--- src/rtl/truth_pkg.sv ---
// ---------------------------------------------------------------------------
// truth_pkg
// Shared definitions for the truth-table capture block:
//   state_t    - capture FSM states (IDLE, CAPTURE, DONE, ERROR)
//   GATE_*     - 3-bit gate classification codes reported on gate_code
//   TT_*       - captured truth tables (bit index {A,B}) for each gate
// ---------------------------------------------------------------------------
package truth_pkg;

   typedef enum logic [1:0] {
      IDLE    = 2'd0,
      CAPTURE = 2'd1,
      DONE    = 2'd2,
      ERROR   = 2'd3
   } state_t;

   localparam logic [2:0] GATE_NONE = 3'd0;
   localparam logic [2:0] GATE_AND  = 3'd1;
   localparam logic [2:0] GATE_OR   = 3'd2;
   localparam logic [2:0] GATE_XOR  = 3'd3;
   localparam logic [2:0] GATE_NAND = 3'd4;
   localparam logic [2:0] GATE_NOR  = 3'd5;
   localparam logic [2:0] GATE_XNOR = 3'd6;

   localparam logic [3:0] TT_AND  = 4'h8;
   localparam logic [3:0] TT_OR   = 4'hE;
   localparam logic [3:0] TT_XOR  = 4'h6;
   localparam logic [3:0] TT_NAND = 4'h7;
   localparam logic [3:0] TT_NOR  = 4'h1;
   localparam logic [3:0] TT_XNOR = 4'h9;

endpackage

--- src/rtl/gate_classifier.sv ---
// ---------------------------------------------------------------------------
// gate_classifier
// Decodes a completed truth table into a gate code. Only built when the
// GATE_CLASSIFY_EN macro is defined; otherwise this file contributes nothing.
// Ports:
//   table_q   in  [3:0] captured truth table, bit {A,B} = Y
//   done      in        capture complete; code is forced to GATE_NONE if 0
//   gate_code out [2:0] GATE_* classification
// ---------------------------------------------------------------------------
`ifdef GATE_CLASSIFY_EN
module gate_classifier
   import truth_pkg::*;
(
   input  logic [3:0] table_q,
   input  logic       done,
   output logic [2:0] gate_code
);

   always_comb begin
      gate_code = GATE_NONE;
      if (done) begin
         case (table_q)
            TT_AND:  gate_code = GATE_AND;
            TT_OR:   gate_code = GATE_OR;
            TT_XOR:  gate_code = GATE_XOR;
            TT_NAND: gate_code = GATE_NAND;
            TT_NOR:  gate_code = GATE_NOR;
            TT_XNOR: gate_code = GATE_XNOR;
            default: gate_code = GATE_NONE;
         endcase
      end
   end

endmodule
`endif

--- src/rtl/truth_table_capture.sv ---
// ---------------------------------------------------------------------------
// truth_table_capture
// Captures the truth table of an unknown 2-input gate from a stream of
// {A,B,Y} observations, flags contradictory observations and idle timeouts,
// and (optionally) classifies the completed table.
// Optional feature: define GATE_CLASSIFY_EN to build the gate_classifier
// decoder; without it gate_code is tied to 3'b000.
// Parameters:
//   TIMEOUT   max idle cycles in CAPTURE before error (1..65535)
// Ports:
//   clk        in        clock, rising edge
//   rst_n      in        asynchronous active-low reset
//   start      in        clear and (re)start capture, any state
//   in_valid   in        observation {A,B,Y} presented
//   in_ready   out       observation can be accepted (CAPTURE only)
//   A, B, Y    in        operand pair and gate result
//   table_q    out [3:0] captured Y per row, bit {A,B}
//   seen       out [3:0] row {A,B} has been captured
//   done       out       all four rows captured
//   conflict   out       a row was observed with two different Y values
//   timeout    out       TIMEOUT idle cycles elapsed in CAPTURE
//   gate_code  out [2:0] classified gate (GATE_* codes)
// ---------------------------------------------------------------------------
module truth_table_capture
   import truth_pkg::*;
#(
   parameter int unsigned TIMEOUT = 255
)
(
   input  logic       clk,
   input  logic       rst_n,
   input  logic       start,
   input  logic       in_valid,
   output logic       in_ready,
   input  logic       A,
   input  logic       B,
   input  logic       Y,
   output logic [3:0] table_q,
   output logic [3:0] seen,
   output logic       done,
   output logic       conflict,
   output logic       timeout,
   output logic [2:0] gate_code
);

   localparam int unsigned   CW  = $clog2(TIMEOUT + 1);
   localparam logic [CW-1:0] TMO = CW'(TIMEOUT);

   state_t          r_state;
   logic [3:0]      r_table;
   logic [3:0]      r_seen;
   logic            r_done;
   logic            r_conflict;
   logic            r_timeout;
   logic [CW-1:0]   r_cnt;

   state_t          w_state_nxt;
   logic [3:0]      w_table_nxt;
   logic [3:0]      w_seen_nxt;
   logic            w_done_nxt;
   logic            w_conflict_nxt;
   logic            w_timeout_nxt;
   logic [CW-1:0]   w_cnt_nxt;
   logic [1:0]      w_idx;
   logic [3:0]      w_seen_upd;
   logic [2:0]      w_gate_code;

   assign w_idx      = {A, B};
   assign w_seen_upd = r_seen | (4'b0001 << w_idx);

   // State register and all datapath registers
   always_ff @(posedge clk or negedge rst_n) begin
      if (!rst_n) begin
         r_state    <= IDLE;
         r_table    <= '0;
         r_seen     <= '0;
         r_done     <= 1'b0;
         r_conflict <= 1'b0;
         r_timeout  <= 1'b0;
         r_cnt      <= '0;
      end else begin
         r_state    <= w_state_nxt;
         r_table    <= w_table_nxt;
         r_seen     <= w_seen_nxt;
         r_done     <= w_done_nxt;
         r_conflict <= w_conflict_nxt;
         r_timeout  <= w_timeout_nxt;
         r_cnt      <= w_cnt_nxt;
      end
   end

   // Next-state and datapath update. start has top priority so a sample
   // presented alongside it is dropped.
   always_comb begin
      w_state_nxt    = r_state;
      w_table_nxt    = r_table;
      w_seen_nxt     = r_seen;
      w_done_nxt     = r_done;
      w_conflict_nxt = r_conflict;
      w_timeout_nxt  = r_timeout;
      w_cnt_nxt      = r_cnt;

      if (start) begin
         w_state_nxt    = CAPTURE;
         w_table_nxt    = '0;
         w_seen_nxt     = '0;
         w_done_nxt     = 1'b0;
         w_conflict_nxt = 1'b0;
         w_timeout_nxt  = 1'b0;
         w_cnt_nxt      = '0;
      end else if (r_state == CAPTURE) begin
         if (in_valid) begin
            w_cnt_nxt = '0;
            if (!r_seen[w_idx]) begin
               w_table_nxt[w_idx] = Y;
               w_seen_nxt[w_idx]  = 1'b1;
               if (w_seen_upd == 4'b1111) begin
                  w_state_nxt = DONE;
                  w_done_nxt  = 1'b1;
               end
            end else if (r_table[w_idx] != Y) begin
               w_conflict_nxt = 1'b1;
               w_state_nxt    = ERROR;
            end
         end else begin
            // Saturating idle count; the edge on which it reaches TIMEOUT
            // raises timeout.
            if (r_cnt != TMO) begin
               w_cnt_nxt = r_cnt + CW'(1);
            end
            if (r_cnt == TMO - CW'(1)) begin
               w_timeout_nxt = 1'b1;
               w_state_nxt   = ERROR;
            end
         end
      end
   end

`ifdef GATE_CLASSIFY_EN
   gate_classifier u_gate_classifier (
      .table_q   (r_table),
      .done      (r_done),
      .gate_code (w_gate_code)
   );
`else
   assign w_gate_code = GATE_NONE;
`endif

   assign in_ready  = (r_state == CAPTURE);
   assign table_q   = r_table;
   assign seen      = r_seen;
   assign done      = r_done;
   assign conflict  = r_conflict;
   assign timeout   = r_timeout;
   assign gate_code = w_gate_code;

endmodule

--- config.mk ---
export PLATFORM = sky130hd
export DESIGN_NAME = truth_table_capture
export DESIGN_NICKNAME = d
export VERILOG_FILES = /design/src/rtl/truth_pkg.sv /design/src/rtl/gate_classifier.sv /design/src/rtl/truth_table_capture.sv
export SDC_FILE = /design/constraint.sdc
export NUM_CORES = 1
export LEC_CHECK = 0
export BUFFER_PORTS_ARGS = -buffer_cell sky130_fd_sc_hd__buf_2
export CAP_MARGIN = 10
export CORE_MARGIN = 2
export CORE_UTILIZATION = 50
export DETAILED_ROUTE_END_ITERATION = 12
export MAX_ROUTING_LAYER = met4
export PLACE_DENSITY = 0.83
export SLEW_MARGIN = 10
export SYNTH_ARGS = -nofsm -noshare
export SYNTH_HDL_FRONTEND = slang
export SYNTH_SLANG_ARGS = --single-unit
--- constraint.sdc ---
create_clock -name clk -period 1.8 [get_ports clk]
set_input_delay 0.09 -clock clk [delete_from_list [all_inputs] [get_ports clk]]
set_output_delay 0.09 -clock clk [all_outputs]
set_load 0.02 [all_outputs]
==> flow_metrics.py, run 1 <==
metrics = {
    "outcome": {
        "outcome": "finished clean",
    },
    "finish": {
        "final_nets": 147,
        "multi_input_area_um2": 606,
        "final_util_pct": 58.9,
        "post-route-cell-area_um2": 1320,
        "ff_latch_area_um2": 527,
        "final_common_cell": "dfrtp_1",
        "fillers": 204,
        "mostFrequentLayoutCells": "dfrtp_1 (20), buf_2 (18), nor2_1 (13), a21oi_1 (7)",
        "antennaDiodeCount": 0,
        "final_cells": 165,
        "areaGrowthSynthToFinish_pct": 10.0,
        "final_layout_size_suffix_gt1_share_pct": 20.4,
    },
    "synth": {
        "syn_area_um2": 1200,
        "yosysTopAreaCell": "dfrtp_1",
        "yosys.area_share.adder_pct": 2.09,
        "netlist_top_cells_area": "dfrtp_1 (44%), mux2i_1 (4.2%), nor2_1 (4.1%)",
        "ys_ff_latch": 21,
        "synth_top_area_share_pct": 43.9,
        "synth_compound_area_share_pct": 16.1,
        "synth_cell_types": 40,
        "syn_inst": 120,
        "synth_simple_gate_area_share_pct": 22.5,
        "synth_warnings": 0,
        "syn_avg_cell_area_um2": 9.97,
        "synth_mux_area_share_pct": 8.26,
        "synth_xor_area_share_pct": 0.732,
        "seq_area_frac_synth_pct": 43.9,
        "synth_top_family_by_area": "simple AND/OR/NAND/NOR gates",
    },
    "die": {
        "dieArea_um2": 2800,
        "fp.dieW_um": 52.9,
        "start_util_pct": 53.6,
        "core_um2": 2230,
        "die_y_um": 52.9,
        "ios": 22,
        "fp-row-count": 17,
    },
    "setup_path": {
        "critPathArrivalTime_ns": 1.84,
        "path_class": "flip-flop to flip-flop",
        "cp.required_ns": 2.03,
        "end_kind": "flip-flop",
        "critPathLaunchType": "flip-flop",
        "path_max_fanout": 10,
    },
    "global_route": {
        "grt_usage_pct": 21.3,
        "antenna_found_initial": 0,
        "grt.overflow.total": 0,
        "grt_pass1_vias": 916,
        "grt_max_degree": 22,
        "grt_pass1_wl_um": 4160,
    },
    "drt": {
        "vias": 992,
        "first_pass_iters": 4,
        "detail_route.iter0.violations": 9,
        "post_drt_wl_per_cell_um": 14.8,
        "drc_errors": 0,
        "totalWireLength_um": 2430,
        "vias_per_cell": 6.01,
        "ant_nets": 0,
    },
    "placed_design": {
        "gp_congestion": 0.803,
        "dp_hpwl_um": 1810,
        "placed_cells": 160,
        "place_ws_ns": 0.206,
        "dpl-instance-area_um2": 1280,
        "port_buffers": 18,
    },
    "sta": {
        "setup_viol": 0,
        "timing.hold.ws_ns": 0.115,
        "setup-tns-final_ns": 0,
        "final-hold-violation-count": 0,
        "period_minus_slack_ns": 1.61,
        "fmax_mhz": 621,
        "drv_slew": 0,
        "fin_ws_ns": 0.191,
        "rsz0062_at_grt": "no",
        "fin_crit_sh_pct": 89.4,
        "clock_skew_ns": 0.00680,
    },
    "clock_tree": {
        "cts_sinks": 21,
        "clkLatencyLatePin_ns": 0.29,
        "cts_setup_buffers": 0,
        "cts_max_level": 1,
        "clk_pin_slew_ns": 0.11,
        "cts_buffers": 3,
        "cts_buffer_depth": 2,
        "cts_root_buf": "clkbuf_4",
        "cts_tree": "yes",
    },
    "pwr": {
        "leakage_nw": 0.582,
        "cellPowerDensity_nw_per_um2": 645,
        "finalPower_mw": 0.850,
        "vdd_drop_max_mv": 0.432,
    },
    "worst_hold_path": {
        "hold_class": "primary input to flip-flop",
    },
    "job": {
        "cap_violations": 0,
    },
}
[layer usage]
layer	share of wire, %	global-route usage [%]	vias up
met4	1.4	10.3	0
met1	44	26.1	480
li1	-	-	480
met2	51	34.0	26
met5	0	-	-
met3	3.5	3.95	6
[synthesized netlist by cell type, drive strengths merged]
| library cell | instances |
|---|---|
| dfrtp | 21 |
| nor2 | 13 |
| a21oi | 7 |
| a31oi | 6 |
| inv | 6 |
| nand3 | 6 |
| buf | 5 |
| mux2i | 5 |
| nor4 | 5 |
| clkbuf | 3 |
| nand2 | 3 |
| nand2b | 3 |
| o21ai | 3 |
| o31ai | 3 |
| or3 | 3 |
| or4 | 3 |
| a21o | 2 |
| ha | 2 |
| mux4 | 2 |
| nand4 | 2 |
| o21a | 2 |
| o22ai | 2 |
| a41oi | 1 |
| and2b | 1 |
| and3 | 1 |
| and3b | 1 |
| and4 | 1 |
| conb | 1 |
| nand3b | 1 |
| nor3 | 1 |
| nor3b | 1 |
| nor4b | 1 |
| o311ai | 1 |
| o41ai | 1 |
| xor2 | 1 |
[repair_timing]
action                                  CTS  global route
hold buffers                              1             0
endpoints found under the setup margin    0             1
endpoints found under the hold margin    21             0
gates resized for setup                   0             1
[cell families (layout without fill, tap and decap cells)]
group	Yosys count	after routing
AOI/OAI and AO/OA	28	28
xor gates and xnor gates	1	1
adders and majority gates	2	2
buffers and inverters	14	29
DFF	21	21
muxes	7	7
other	1	3
and+or+nand+nor	46	46
[power by group]
| group | switching (mW) | leakage (nW) | internal (mW) |
|---|---|---|---|
| combinational | 0.0866 | 0.284 | 0.0468 |
| sequential | 0.0146 | 0.283 | 0.484 |
| clock | 0.132 | 0.0150 | 0.0861 |
| total | 0.233 | 0.582 | 0.617 |
[area by class of cell]
cell class                      instances  share of cell area [%]
Multi-Input combinational cell         87                    46.0
Sequential cell                        21                    40.0
Clock buffer                            4                    2.00
Inverter                                6                    1.71
Timing Repair Buffer                   19                    7.60
Tap cell                               28                    2.66
[path summary, 6_finish.rpt]
check | start | end | slack (ns) | cells past startpoint
max reg2reg | r_cnt[0] | r_cnt[5] | 0.19 | 5
min reg2reg | conflict | conflict | 0.50 | 2
max | r_cnt[0] | r_cnt[5] | 0.19 | 5
min | Y | table_q[1] | 0.11 | 3
min in group asynchronous | rst_n | r_cnt[5] | 0.27 | 2
max in group asynchronous | rst_n | r_cnt[0] | 1.19 | 2
[critical path, cell delays in order (launching register included)]
cell and delay (ns):
dfrtp_2 0.46, ha_1 0.22, nand3_1 0.11, o22ai_4 0.11, or4_1 0.49, a21oi_1 0.15
[registers in the layout (all words and copies together), names as in the netlist]
name / flops
r_cnt: 8
seen: 4
table_q: 4
r_state: 2
conflict: 1
done: 1
timeout: 1
No activity file was read; power rests on OpenSTA's default activity.
==> run 2: changes to the inputs <==
--- a/config.mk
+++ b/config.mk
@@ -7,11 +7,13 @@
 export LEC_CHECK = 0
 export BUFFER_PORTS_ARGS = -buffer_cell sky130_fd_sc_hd__buf_2
 export CAP_MARGIN = 10
+export CELL_PAD_IN_SITES_DETAIL_PLACEMENT = 1
+export CELL_PAD_IN_SITES_GLOBAL_PLACEMENT = 1
 export CORE_MARGIN = 2
-export CORE_UTILIZATION = 50
+export CORE_UTILIZATION = 41
 export DETAILED_ROUTE_END_ITERATION = 12
-export MAX_ROUTING_LAYER = met4
-export PLACE_DENSITY = 0.83
+export HOLD_SLACK_MARGIN = 0.15
+export PLACE_DENSITY = 0.87
 export SLEW_MARGIN = 10
 export SYNTH_ARGS = -nofsm -noshare
 export SYNTH_HDL_FRONTEND = slang
==> run 2 against run 1 <==
Effect of this change:
- register-to-register slack lost 0.03 ns
- total power increased by 3.4%
- flip-flop and latch count is the same
- via count is 5.1% higher
- combinational power rose by 7%
- wire length rose by 18%
- clock skew is 0.00064 ns lower
- sequential power is essentially flat
- largest power group unchanged
==> flow_metrics.py, run 2 (synthesis gave the netlist of run 1 again) <==
metrics = {
    "outcome": {
        "outcome": "finished clean",
    },
    "setup_path": {
        "critPathArrivalTime_ns": 1.88,
        "worstRegToRegCells": 5,
        "critPathLaunchType": "primary input",
        "path_class": "primary input to flip-flop",
        "cp.required_ns": 2.00,
        "end_kind": "flip-flop",
        "path_max_fanout": 9,
    },
    "sta": {
        "clock_skew_ns": 0.00616,
        "final-hold-violation-count": 0,
        "fin_ws_ns": 0.126,
        "setup-tns-final_ns": 0,
        "rsz0062_at_grt": "no",
        "fmax_mhz": 597,
        "drv_slew": 0,
        "setup_viol": 0,
        "fin_crit_sh_pct": 93.0,
        "timing.hold.ws_ns": 0.165,
        "period_minus_slack_ns": 1.67,
    },
    "finish": {
        "post-route-cell-area_um2": 1350,
        "final_cells": 171,
        "areaGrowthSynthToFinish_pct": 12.9,
        "final_nets": 150,
        "largest_reg_flops": 8,
        "final_util_pct": 49.0,
        "final_common_cell": "dfrtp_1",
        "max_flop_register": "r_cnt",
        "antennaDiodeCount": 0,
        "mostFrequentLayoutCells": "dfrtp_1 (21), buf_2 (18), nor2_1 (13), a21oi_1 (7)",
        "final_layout_size_suffix_gt1_share_pct": 20.0,
    },
    "die": {
        "dieArea_um2": 3370,
        "ios": 22,
        "fp.dieW_um": 58.0,
        "die_y_um": 58.0,
        "fp-row-count": 19,
        "core_um2": 2760,
        "start_util_pct": 43.4,
    },
    "pwr": {
        "power_frac_clock_pct": 27.0,
        "finalPower_mw": 0.879,
        "p_sw_share_pct": 29.7,
        "p_switching_mw": 0.261,
        "power_frac_comb_pct": 16.1,
        "vdd_drop_max_mv": 0.604,
        "p_seq_share_pct": 56.8,
        "leakage_nw": 0.598,
        "p_int_mw": 0.618,
        "cellPowerDensity_nw_per_um2": 651,
    },
    "job": {
        "cap_violations": 0,
    },
    "global_route": {
        "grt.overflow.total": 0,
        "grt_max_degree": 22,
        "grt_pass1_wl_um": 4890,
        "antenna_found_initial": 0,
        "grt_pass1_vias": 1069,
        "grt_usage_pct": 18.8,
    },
    "worst_hold_path": {
        "hold_class": "primary input to flip-flop",
        "whs_path_depth": 2,
    },
    "drt": {
        "totalWireLength_um": 2870,
        "post_drt_wl_per_cell_um": 16.8,
        "vias_per_cell": 6.10,
        "detail_route.iter0.violations": 20,
        "vias": 1043,
        "ant_nets": 0,
        "first_pass_iters": 4,
        "drc_errors": 0,
    },
    "clock_tree": {
        "cts_setup_buffers": 0,
        "clkLatencyLatePin_ns": 0.31,
        "cts_buffer_depth": 2,
        "cts_resized": 0,
        "cts_buffers": 3,
        "clk_pin_slew_ns": 0.13,
        "cts_sinks": 21,
        "cts_root_buf": "clkbuf_4",
        "cts_max_level": 1,
        "cts_hold_buffers": 4,
        "cts_tree": "yes",
    },
    "placed_design": {
        "placed_cells": 163,
        "gp_congestion": 0.809,
        "port_buffers": 18,
        "dpl-instance-area_um2": 1280,
        "place_ws_ns": 0.174,
        "dp_hpwl_um": 2150,
    },
}
## run 2: changes by cell type in the layout (fill, tap and decap cells not counted)
cell           change
dfrtp_2            -1
dfrtp_1            +1
dlygate4sd3_1      +3
clkinv_2           +1
clkbuf_1           -1
## run 2: critical path: stages
cell and delay [ns]:
dlygate4sd3_1 0.52, buf_2 0.21, mux4_2 0.59, nor3_2 0.21, mux2i_1 0.20, nor2_1 0.05
## run 2: cell type report
cell class,count,area [um^2]
fillers,331,1410
multi-input cells,87,606
flip-flops and latches,21,526
repair buffers,22,130
well taps,31,38.8
clock buffers,3,22.5
inverters,6,22.5
clock inverters,1,5.00
## run 2: per-layer routing
metal / global-route usage, % / routed length [um] / part of all wire [%] / vias to the layer above
met5: 0 / 0 / 0 / -
met4: 2.66 / 10 / 0.35 / 0
met3: 4.24 / 103 / 3.6 / 2
met2: 33.9 / 1550 / 54 / 22
met1: 23.4 / 1200 / 42 / 535
li1: - / - / - / 484
## run 2: power groups by stage
stage               Sequential (mW)  Clock, mW  Combinational (mW)
CTS                           0.499      0.251               0.143
floorplan                     0.514          0              0.0892
detailed placement            0.509          0               0.136
global placement              0.507          0               0.130
global route                  0.502      0.262               0.156
finish                        0.499      0.238               0.142
## run 2: worst paths after layout
check                      slack [ns]         end  startpoint
min in group asynchronous        0.26    r_cnt[6]       rst_n
hold / removal                   0.17  table_q[0]       start
max in group asynchronous        1.20        done       rst_n
setup reg to reg                 0.16    r_cnt[5]    r_cnt[0]
hold reg to reg                  0.51    conflict    conflict
setup / recovery                 0.13  table_q[2]           B
